--- config.mk ---
export PLATFORM = sky130hd
export DESIGN_NAME = control_cmd_encoder
export DESIGN_NICKNAME = d
export VERILOG_FILES = /design/src/rtl/control_cmd_encoder.sv
export SDC_FILE = /design/constraint.sdc
export NUM_CORES = 1
export LEC_CHECK = 0
export BUFFER_PORTS_ARGS = -buffer_cell sky130_fd_sc_hd__buf_2
export CORE_MARGIN = 2
export CORE_UTILIZATION = 45
export CTS_CLUSTER_SIZE = 20
export DETAILED_ROUTE_END_ITERATION = 8
export PLACE_DENSITY = 0.75
export SLEW_MARGIN = 20
export SYNTH_ARGS = -nofsm -noshare
export SYNTH_HDL_FRONTEND = slang
export SYNTH_SLANG_ARGS = --single-unit
--- constraint.sdc ---
create_clock -name clk -period 7.05 [get_ports clk]
set_input_delay 1.41 -clock clk [delete_from_list [all_inputs] [get_ports clk]]
set_output_delay 1.41 -clock clk [all_outputs]
set_load 0.05 [all_outputs]
--- src/rtl/control_cmd_encoder.sv ---
// Serializes one high-level command into opcode + operand bytes for the control unit's byte input.
// Optional per-byte ack timeout is enabled by defining CMD_ENC_ACK_TIMEOUT_EN.

`ifndef COMMAND_WRITE_BLOCK_INSTR
`define COMMAND_WRITE_BLOCK_INSTR   8'h01
`define COMMAND_WRITE_BLOCK_REG_0   8'h02
`define COMMAND_WRITE_BLOCK_REG_1   8'h03
`define COMMAND_ALLOC_DELAY         8'h04
`define COMMAND_SET_INPUT_GAIN      8'h05
`define COMMAND_SET_OUTPUT_GAIN     8'h06
`define COMMAND_BEGIN_PROGRAM       8'h07
`define COMMAND_END_PROGRAM         8'h08
`define COMMAND_COMMIT_REG_UPDATES  8'h09
`define COMMAND_UPDATE_BLOCK_REG_0  8'h0A
`define COMMAND_UPDATE_BLOCK_REG_1  8'h0B
`endif
`ifndef BLOCK_INSTR_WIDTH
`define BLOCK_INSTR_WIDTH 32
`endif

module control_cmd_encoder #(
  parameter int unsigned n_blocks    = 256,
  parameter int unsigned data_width  = 16,
  parameter int unsigned ack_timeout = 1024
) (
  input  logic                          clk,
  input  logic                          reset,
  input  logic                          req_valid,
  output logic                          req_ready,
  input  logic [7:0]                    req_command,
  input  logic [$clog2(n_blocks)-1:0]   req_block,
  input  logic [data_width-1:0]         req_data,
  input  logic [`BLOCK_INSTR_WIDTH-1:0] req_instr,
  input  logic [2*data_width-1:0]       req_delay_size,
  input  logic [2*data_width-1:0]       req_init_delay,
  output logic [7:0]                    out_byte,
  output logic                          out_valid,
  input  logic                          next,
  output logic                          done,
  output logic                          req_error,
  output logic                          busy
);

  localparam int unsigned BlkBytes  = (n_blocks > 256) ? 2 : 1;
  localparam int unsigned DataBytes = (data_width == 24) ? 3 : 2;

  typedef enum logic [0:0] {StIdle, StSend} state_e;

  state_e      state_q, state_d;
  logic [55:0] sr_q, sr_d;
  logic [2:0]  cnt_q, cnt_d;
  logic [2:0]  total_q, total_d;
  logic        done_q, done_d;
  logic        err_q, err_d;

  // Fields left-justified so each can be shifted into place behind the block field.
  logic [15:0] blk_lj;
  logic [23:0] data_lj;
  logic [31:0] instr32;
  logic [47:0] operands;
  logic [2:0]  cmd_total;
  logic        cmd_known;

  always_comb begin
    blk_lj    = 16'(req_block) << (8 * (2 - BlkBytes));
    data_lj   = 24'(req_data) << (8 * (3 - DataBytes));
    instr32   = 32'(req_instr);
    operands  = '0;
    cmd_total = 3'd0;
    cmd_known = 1'b1;
    case (req_command)
      `COMMAND_WRITE_BLOCK_INSTR: begin
        operands  = {blk_lj, 32'h0} | ({instr32, 16'h0} >> (8 * BlkBytes));
        cmd_total = 3'(1 + BlkBytes + 4);
      end
      `COMMAND_WRITE_BLOCK_REG_0, `COMMAND_WRITE_BLOCK_REG_1,
      `COMMAND_UPDATE_BLOCK_REG_0, `COMMAND_UPDATE_BLOCK_REG_1: begin
        operands  = {blk_lj, 32'h0} | ({data_lj, 24'h0} >> (8 * BlkBytes));
        cmd_total = 3'(1 + BlkBytes + DataBytes);
      end
      `COMMAND_ALLOC_DELAY: begin
        operands  = {24'(req_delay_size), 24'(req_init_delay)};
        cmd_total = 3'd7;
      end
      `COMMAND_SET_INPUT_GAIN, `COMMAND_SET_OUTPUT_GAIN: begin
        operands  = {data_lj, 24'h0};
        cmd_total = 3'(1 + DataBytes);
      end
      `COMMAND_BEGIN_PROGRAM, `COMMAND_COMMIT_REG_UPDATES, `COMMAND_END_PROGRAM: begin
        cmd_total = 3'd1;
      end
      default: cmd_known = 1'b0;
    endcase
  end

`ifdef CMD_ENC_ACK_TIMEOUT_EN
  localparam int unsigned AckW = $clog2(ack_timeout + 1);
  logic [AckW-1:0] ack_cnt_q, ack_cnt_d;
`endif

  always_ff @(posedge clk) begin
    if (reset) begin
      state_q   <= StIdle;
      sr_q      <= '0;
      cnt_q     <= '0;
      total_q   <= '0;
      done_q    <= 1'b0;
      err_q     <= 1'b0;
`ifdef CMD_ENC_ACK_TIMEOUT_EN
      ack_cnt_q <= '0;
`endif
    end else begin
      state_q   <= state_d;
      sr_q      <= sr_d;
      cnt_q     <= cnt_d;
      total_q   <= total_d;
      done_q    <= done_d;
      err_q     <= err_d;
`ifdef CMD_ENC_ACK_TIMEOUT_EN
      ack_cnt_q <= ack_cnt_d;
`endif
    end
  end

  always_comb begin
    state_d   = state_q;
    sr_d      = sr_q;
    cnt_d     = cnt_q;
    total_d   = total_q;
    done_d    = 1'b0;
    err_d     = 1'b0;
`ifdef CMD_ENC_ACK_TIMEOUT_EN
    ack_cnt_d = ack_cnt_q;
`endif
    unique case (state_q)
      StIdle: begin
        if (req_valid) begin
          if (cmd_known) begin
            state_d   = StSend;
            sr_d      = {req_command, operands};
            total_d   = cmd_total;
            cnt_d     = 3'd0;
`ifdef CMD_ENC_ACK_TIMEOUT_EN
            ack_cnt_d = '0;
`endif
          end else begin
            err_d = 1'b1;
          end
        end
      end
      StSend: begin
        if (next) begin
          cnt_d = cnt_q + 3'd1;
          if (cnt_q + 3'd1 == total_q) begin
            state_d = StIdle;
            sr_d    = '0;
            done_d  = 1'b1;
          end else begin
            sr_d      = sr_q << 8;
`ifdef CMD_ENC_ACK_TIMEOUT_EN
            ack_cnt_d = '0;
`endif
          end
`ifdef CMD_ENC_ACK_TIMEOUT_EN
        end else if (ack_cnt_q == AckW'(ack_timeout - 1)) begin
          state_d = StIdle;
          sr_d    = '0;
          err_d   = 1'b1;
        end else begin
          ack_cnt_d = ack_cnt_q + 1'b1;
`endif
        end
      end
      default: state_d = StIdle;
    endcase
  end

  always_comb begin
    out_valid = (state_q == StSend);
    req_ready = (state_q == StIdle);
    busy      = ~req_ready;
    out_byte  = sr_q[55:48];
    done      = done_q;
    req_error = err_q;
  end

endmodule

==> load_flow_metrics.sql, run 1 <==
INSERT INTO impl_metrics (metric_group, metric, value, unit) VALUES
('status', 'run_status', 'finished clean', ''),
('flow_run', 'cap_violations', '0', ''),
('worst_setup_path', 'crit_arrival', '3.91', 'ns'),
('synthesis', 'ys_seq_elements', '65', ''),
('detailed_routing', 'wl', '10800', 'um'),
('detailed_routing', 'wl_met3', '834', 'um'),
('timing', 'setup_viol_count_final', '0', ''),
('worst_setup_path', 'critical_path_peak_fanout', '34', ''),
('synthesis', 'yosysUniqueCellTypes', '42', ''),
('global_route', 'grt_antenna_before_repair', '0', ''),
('timing', 'report.final.slew_viol_count', '0', ''),
('timing', 'timing_worst_slew_pin_value', '1.13', 'ns'),
('layout', 'flow.area_growth_from_synthesis', '21.8', '%'),
('global_route', 'grt_start_max_net_pins', '66', ''),
('clock_tree', 'post_cts_repair_setup_buffers', '0', ''),
('global_route', 'grt_first_pass_wirelength', '16800', 'um'),
('timing', 'final.min_clock_period', '3.64', 'ns'),
('synthesis', 'synthMostInstantiatedCell', 'sky130_fd_sc_hd__dfxtp_1', ''),
('clock_tree', 'cts_resized', '0', ''),
('synthesis', 'postSynthCellCount', '448', ''),
('synthesis', 'ys_async_sr_fraction', '0', '%'),
('power', 'clk_network_pwr_share', '45.7', '%'),
('synthesis', 'yosys_most_used_dff', 'sky130_fd_sc_hd__dfxtp_1', ''),
('clock_tree', 'cts.hold.buffers_added', '0', ''),
('worst_hold_path', 'hp-class', 'flop to flop', ''),
('place', 'total_instance_count_after_detailed_placement', '633', ''),
('clock_tree', 'tritoncts', 'built', ''),
('power', 'worst_ir_drop_on_vdd', '0.0000930', 'V'),
('timing', 'rsz_0062_raised_after_global_routing', 'false', ''),
('clock_tree', 'longest_clk_path_bufs', '2', ''),
('power', 'cellPowerDensity', '203', 'nW/um2'),
('floorplanning', 'fp.dieH', '95.2', 'um'),
('synthesis', 'netlist_area', '3740', 'um2'),
('floorplanning', 'io_pins', '145', ''),
('clock_tree', 'cts_root_buffer', 'sky130_fd_sc_hd__clkbuf_8', ''),
('layout', 'ff_latch_area', '1300', 'um2'),
('worst_setup_path', 'buffers_inverters_on_critical_path', '2', ''),
('power', 'power.internal', '0.700', 'mW'),
('layout', 'layout.nets', '672', ''),
('synthesis', 'synth_seq_area_share', '34.8', '%'),
('synthesis', 'post_synth_most_frequent_cells', 'sky130_fd_sc_hd__dfxtp_1 (65), sky130_fd_sc_hd__nor2_1 (47), sky130_fd_sc_hd__nor3_1 (45), sky130_fd_sc_hd__a221oi_1 (42), sky130_fd_sc_hd__a22o_1 (32)', ''),
('worst_setup_path', 'timing.rr.start', 'cnt_q[0]$_SDFFE_PP0P_', ''),
('worst_setup_path', 'path_class', 'input port to flop', ''),
('floorplanning', 'core_region_area', '8130', 'um2'),
('detailed_routing', 'drt_iter0_markers', '245', ''),
('layout', 'multi_input_comb_area', '2150', 'um2'),
('detailed_routing', 'drtAntennaViolNets', '0', ''),
('synthesis', 'synth_fp_nets', '581', ''),
('global_route', 'groute.usage.overall', '23.6', '%'),
('power', 'power.static_leakage', '1.97', 'nW'),
('detailed_routing', 'first_pass_iters', '6', ''),
('detailed_routing', 'topRoutingLayerUsed', 'met4', ''),
('power', 'p_seq_share', '41.1', '%'),
('synthesis', 'synth.area.top_cells', 'sky130_fd_sc_hd__dfxtp_1 (35%), sky130_fd_sc_hd__a221oi_1 (9.8%), sky130_fd_sc_hd__a22o_1 (7.5%)', ''),
('timing', 'period_share', '51.6', '%'),
('layout', 'drive_gt1_share', '30.0', '%'),
('layout', 'antenna_cells', '0', ''),
('place', 'io_buffer_count', '128', ''),
('synthesis', 'synthDominantCellAreaShare', '34.8', '%'),
('worst_setup_path', 'critPathLaunchType', 'input port', ''),
('worst_setup_path', 'kind_of_cell_with_the_highest_combined_delay_on_the_critical_path', 'simple AND/OR/NAND/NOR gates', ''),
('global_route', 'first_global_vias', '3541', ''),
('place', 'gp_congestion', '0.862', ''),
('global_route', 'overflow', '0', ''),
('timing', 'remaining_max_slew_budget_at_the_tightest_pin', '24.3', '%'),
('worst_setup_path', 'timing.critical_path.slowest_stage_cell', 'sky130_fd_sc_hd__or4_1', ''),
('floorplanning', 'initial_utilization', '46.0', '%'),
('floorplanning', 'std_cell_rows', '33', ''),
('detailed_routing', 'drt-wirelength-per-cell', '16.6', 'um'),
('floorplanning', 'die_area', '9060', 'um2'),
('floorplanning', 'x_dimension_of_the_die', '95.2', 'um');
-- layout make-up --
class	count	area share [%]
clock buffer	9	2.72
tap	105	2.88
sequential	65	28.6
multi-input combinational	325	47.3
inverter	3	0.247
clock inverter	7	3.13
timing repair buffer	135	15.2
-- worst register-to-register path: stages (launching register included) --
cell	delay, ns
sky130_fd_sc_hd__dfxtp_1	0.41
sky130_fd_sc_hd__ha_1	0.25
sky130_fd_sc_hd__xor2_1	0.19
sky130_fd_sc_hd__xnor2_1	0.17
sky130_fd_sc_hd__a21oi_4	0.55
sky130_fd_sc_hd__buf_4	0.41
sky130_fd_sc_hd__a221oi_1	0.15
sky130_fd_sc_hd__nor3_1	0.24
-- how the worst max path moves through the flow --
stage / start / to / slack [ns] / cells after the start
detailed placement: req_command[5] / sr_q[1]$_SDFFE_PP0P_ / 3.07 / 7
global route: req_command[5] / sr_q[5]$_SDFFE_PP0P_ / 3.21 / 7
floorplan: req_command[5] / cnt_q[0]$_SDFFE_PP0P_ / 3.71 / 9
CTS: req_command[5] / sr_q[4]$_SDFFE_PP0P_ / 3.45 / 7
finish: req_command[5] / sr_q[5]$_SDFFE_PP0P_ / 3.41 / 7
global placement: req_command[5] / sr_q[7]$_SDFFE_PP0P_ / 3.09 / 7
-- flip-flops by register name (all words and copies together) (netlist names) --
signal     cells
cnt_q          3
sr_q          56
req_error      1
busy           1
done           1
total_q        3
-- cell usage in the layout, fill, tap and decap left out, types with 5 or more instances in the layout --
cell / n
sky130_fd_sc_hd__o2bb2ai_1: 8
sky130_fd_sc_hd__a22oi_1: 8
sky130_fd_sc_hd__and3_1: 8
sky130_fd_sc_hd__nand3b_1: 9
sky130_fd_sc_hd__a21oi_1: 27
sky130_fd_sc_hd__nand3_1: 12
sky130_fd_sc_hd__nor2_1: 47
sky130_fd_sc_hd__nor2b_1: 5
sky130_fd_sc_hd__nand2_1: 17
sky130_fd_sc_hd__mux2i_1: 8
sky130_fd_sc_hd__nor3_1: 45
sky130_fd_sc_hd__dfxtp_1: 65
sky130_fd_sc_hd__a221oi_1: 41
sky130_fd_sc_hd__clkbuf_8: 9
sky130_fd_sc_hd__a22o_1: 32
sky130_fd_sc_hd__a221o_1: 8
sky130_fd_sc_hd__buf_2: 128
sky130_fd_sc_hd__buf_4: 7
sky130_fd_sc_hd__o21ai_0: 11
sky130_fd_sc_hd__o21bai_1: 8
-- power by group through the flow --
stage	logic, mW	registers (mW)	clock network (mW)
finish	0.123	0.380	0.422
CTS	0.122	0.380	0.424
detailed placement	0.121	0.388	0
global placement	0.119	0.388	0
global route	0.134	0.381	0.442
floorplan	0.0725	0.388	0
-- layer usage --
| layer | track usage [%] | up-vias |
|---|---|---|
| met5 | 0 | - |
| met3 | 5.93 | 17 |
| li1 | - | 1892 |
| met4 | 6.88 | 0 |
| met1 | 30.9 | 1838 |
| met2 | 38.3 | 156 |
-- cell families after synthesis --
group / Yosys count / synth area share (%)
compound gates: 155 / 32.7
simple gates: 156 / 20.5
xor+xnor: 5 / 1.17
flops: 65 / 34.8
mux: 8 / 2.14
buf+inv: 58 / 8.40
fa+ha+maj: 1 / 0.335
-- stage by stage --
step	area (um2)	setup slack [ns]	power, mW	util (%)	hold slack (ns)
global placement	4290	3.09	0.507	52.7	0.441
floorplan	3740	3.71	0.461	-	0.432
global route	4560	3.21	0.956	56.0	0.480
finish	4560	3.41	0.925	56.0	0.452
detailed placement	4290	3.07	0.510	52.7	0.445
CTS	4560	3.45	0.926	56.0	0.455
No activity file was read; power rests on OpenSTA's default activity.
==> run 2, diff against run 1 <==
Clock period 7.05 ns to 3.8 ns, I/O delays scaled along.
==> load_flow_metrics.sql, run 2 (same netlist as run 1, synthesis figures left out) <==
INSERT INTO impl_metrics (metric_group, metric, value, unit) VALUES
('layout', 'drive_gt1_share', '30.2', '%'),
('layout', 'layout.cells.most_common_list', 'sky130_fd_sc_hd__buf_2 (128), sky130_fd_sc_hd__dfxtp_1 (65), sky130_fd_sc_hd__nor2_1 (47)', ''),
('worst_setup_path', 'critical_path_peak_fanout', '26', ''),
('global_route', 'first_global_vias', '3561', ''),
('layout', 'final_core_util', '55.8', '%'),
('worst_setup_path', 'critPathLaunchType', 'input port', ''),
('timing', 'final.setup.tns', '0', 'ns'),
('timing', 'timing_worst_slew_pin_value', '1.04', 'ns'),
('floorplanning', 'fp.dieH', '95.2', 'um'),
('floorplanning', 'std_cell_rows', '33', ''),
('timing', 'final.min_clock_period', '2.77', 'ns'),
('floorplanning', 'io_pins', '145', ''),
('layout', 'layout.nets', '676', ''),
('worst_hold_path', 'hp-class', 'flop to flop', ''),
('global_route', 'groute.usage.overall', '23.2', '%'),
('timing', 'remaining_max_slew_budget_at_the_tightest_pin', '30.4', '%'),
('layout', 'num-fill-cells', '778', ''),
('layout', 'largest_register_ffs', '56', ''),
('floorplanning', 'core_region_area', '8130', 'um2'),
('global_route', 'grt_first_pass_wirelength', '16500', 'um'),
('global_route', 'overflow', '0', ''),
('detailed_routing', 'drtAntennaViolNets', '0', ''),
('layout', 'multi_input_comb_area', '2150', 'um2'),
('worst_setup_path', 'required', '4.06', 'ns'),
('detailed_routing', 'drt_iter0_markers', '307', ''),
('power', 'power.static_leakage', '1.97', 'nW'),
('timing', 'highest_achievable_clock_rate', '0.361', 'GHz'),
('floorplanning', 'x_dimension_of_the_die', '95.2', 'um'),
('timing', 'report.final.slew_viol_count', '0', ''),
('clock_tree', 'cts_sinks', '65', ''),
('timing', 'period_share', '72.9', '%'),
('place', 'place_worst_setup_slack', '0.740', 'ns'),
('layout', 'antenna_cells', '0', ''),
('clock_tree', 'longest_clk_path_bufs', '2', ''),
('layout', 'layout.cells.most_common', 'sky130_fd_sc_hd__buf_2', ''),
('layout', 'register_with_the_most_flip_flops', 'sr_q', ''),
('timing', 'final_hold_violating_endpoints', '0', ''),
('place', 'detailedPlacementHpwl', '7430', 'um'),
('place', 'io_buffer_count', '128', ''),
('power', 'cellPowerDensity', '348', 'nW/um2'),
('clock_tree', 'cts_root_buffer', 'sky130_fd_sc_hd__clkbuf_8', ''),
('status', 'run_status', 'finished clean', ''),
('detailed_routing', 'drt-wirelength-per-cell', '16.4', 'um'),
('power', 'finalPower', '1.58', 'mW'),
('layout', 'largest_registers', 'sr_q (56), cnt_q (3), total_q (3)', ''),
('global_route', 'grt_antenna_before_repair', '0', ''),
('clock_tree', 'clkSlewWorstSetupHoldPaths', '0.07', 'ns'),
('detailed_routing', 'drc', '0', ''),
('timing', 'setup_viol_count_final', '0', ''),
('worst_setup_path', 'crit_arrival', '3.03', 'ns'),
('clock_tree', 'cts_resized', '0', ''),
('flow_run', 'cap_violations', '0', ''),
('worst_setup_path', 'timing.critical_path.to_type', 'flop', ''),
('timing', 'timing.final.ws_setup', '1.03', 'ns'),
('detailed_routing', 'wl', '10700', 'um'),
('floorplanning', 'initial_utilization', '46.0', '%'),
('timing', 'rsz_0062_raised_after_global_routing', 'false', ''),
('clock_tree', 'post_cts_repair_setup_buffers', '0', ''),
('timing', 'whs', '0.456', 'ns'),
('layout', 'ff_latch_area', '1300', 'um2'),
('clock_tree', 'clock_latency_on_the_worst_skew_pair', '0.34', 'ns'),
('clock_tree', 'cts.hold.buffers_added', '0', ''),
('clock_tree', 'numCtsBuffers', '9', ''),
('detailed_routing', 'first_pass_iters', '5', ''),
('power', 'worst_ir_drop_on_vdd', '0.000186', 'V'),
('clock_tree', 'tritoncts', 'built', ''),
('detailed_routing', 'routed_via_count', '3920', ''),
('global_route', 'grt_start_max_net_pins', '60', ''),
('detailed_routing', 'drt-vias-per-instance', '6.02', ''),
('timing', 'final.setup_skew', '0.00522', 'ns'),
('floorplanning', 'die_area', '9060', 'um2'),
('layout', 'flow.area_growth_from_synthesis', '21.3', '%'),
('place', 'gp_congestion', '0.867', ''),
('worst_setup_path', 'path_class', 'input port to flop', ''),
('clock_tree', 'htreeDepth', '3', '');
## run 2: cell count changes in the layout (fill, tap and decap cells not counted)
cell,delta
sky130_fd_sc_hd__clkbuf_8,+2
sky130_fd_sc_hd__buf_4,+4
sky130_fd_sc_hd__clkinv_4,-2
sky130_fd_sc_hd__bufinv_16,-2
## run 2: worst max-delay path, stage by stage
cell and delay (ns):
sky130_fd_sc_hd__buf_2 0.11, sky130_fd_sc_hd__or4_1 0.67, sky130_fd_sc_hd__a2111o_1 0.53, sky130_fd_sc_hd__nand2_1 0.37, sky130_fd_sc_hd__buf_4 0.36, sky130_fd_sc_hd__nor2_1 0.08, sky130_fd_sc_hd__nor3_1 0.15
## run 2: per-layer routing
layer  GRT usage, %  wire length, um  vias up
met5              0                0        -
met4           10.4              289        0
met3           4.82              712       23
met2           37.4             5040      171
met1           29.9             4650     1818
li1               -                -     1908
## run 2: worst paths after layout
| kind | endpoint | depth (start not counted) | from | slack [ns] |
|---|---|---|---|---|
| setup / recovery | sr_q[12]$_SDFFE_PP0P_ | 7 | req_command[5] | 1.03 |
| hold / removal | sr_q[2]$_SDFFE_PP0P_ | 2 | sr_q[2]$_SDFFE_PP0P_ | 0.46 |
| setup reg to reg | sr_q[41]$_SDFFE_PP0P_ | 7 | cnt_q[0]$_SDFFE_PP0P_ | 1.43 |
| hold reg to reg | sr_q[2]$_SDFFE_PP0P_ | 2 | sr_q[2]$_SDFFE_PP0P_ | 0.46 |
## run 2: metrics by stage
step                std cells  cell area [um2]
floorplan                 448             3740
finish                    651             4540
detailed placement        637             4320
global route              651             4540
CTS                       651             4540
global placement          637             4320
## run 2: power breakdown
| part | internal [mW] | switching (mW) | total [mW] |
|---|---|---|---|
| combinational | 0.100 | 0.129 | 0.229 |
| sequential | 0.697 | 0.00841 | 0.705 |
| clock | 0.397 | 0.248 | 0.644 |
| total | 1.19 | 0.385 | 1.58 |
## run 2: layout make-up
| type | instances | share of cell area [%] |
|---|---|---|
| Clock buffer | 11 | 3.34 |
| Timing Repair Buffer | 139 | 15.9 |
| Tap cell | 105 | 2.90 |
| Sequential cell | 65 | 28.7 |
| Multi-Input combinational cell | 325 | 47.5 |
| Clock inverter | 3 | 1.43 |
| Inverter | 3 | 0.248 |
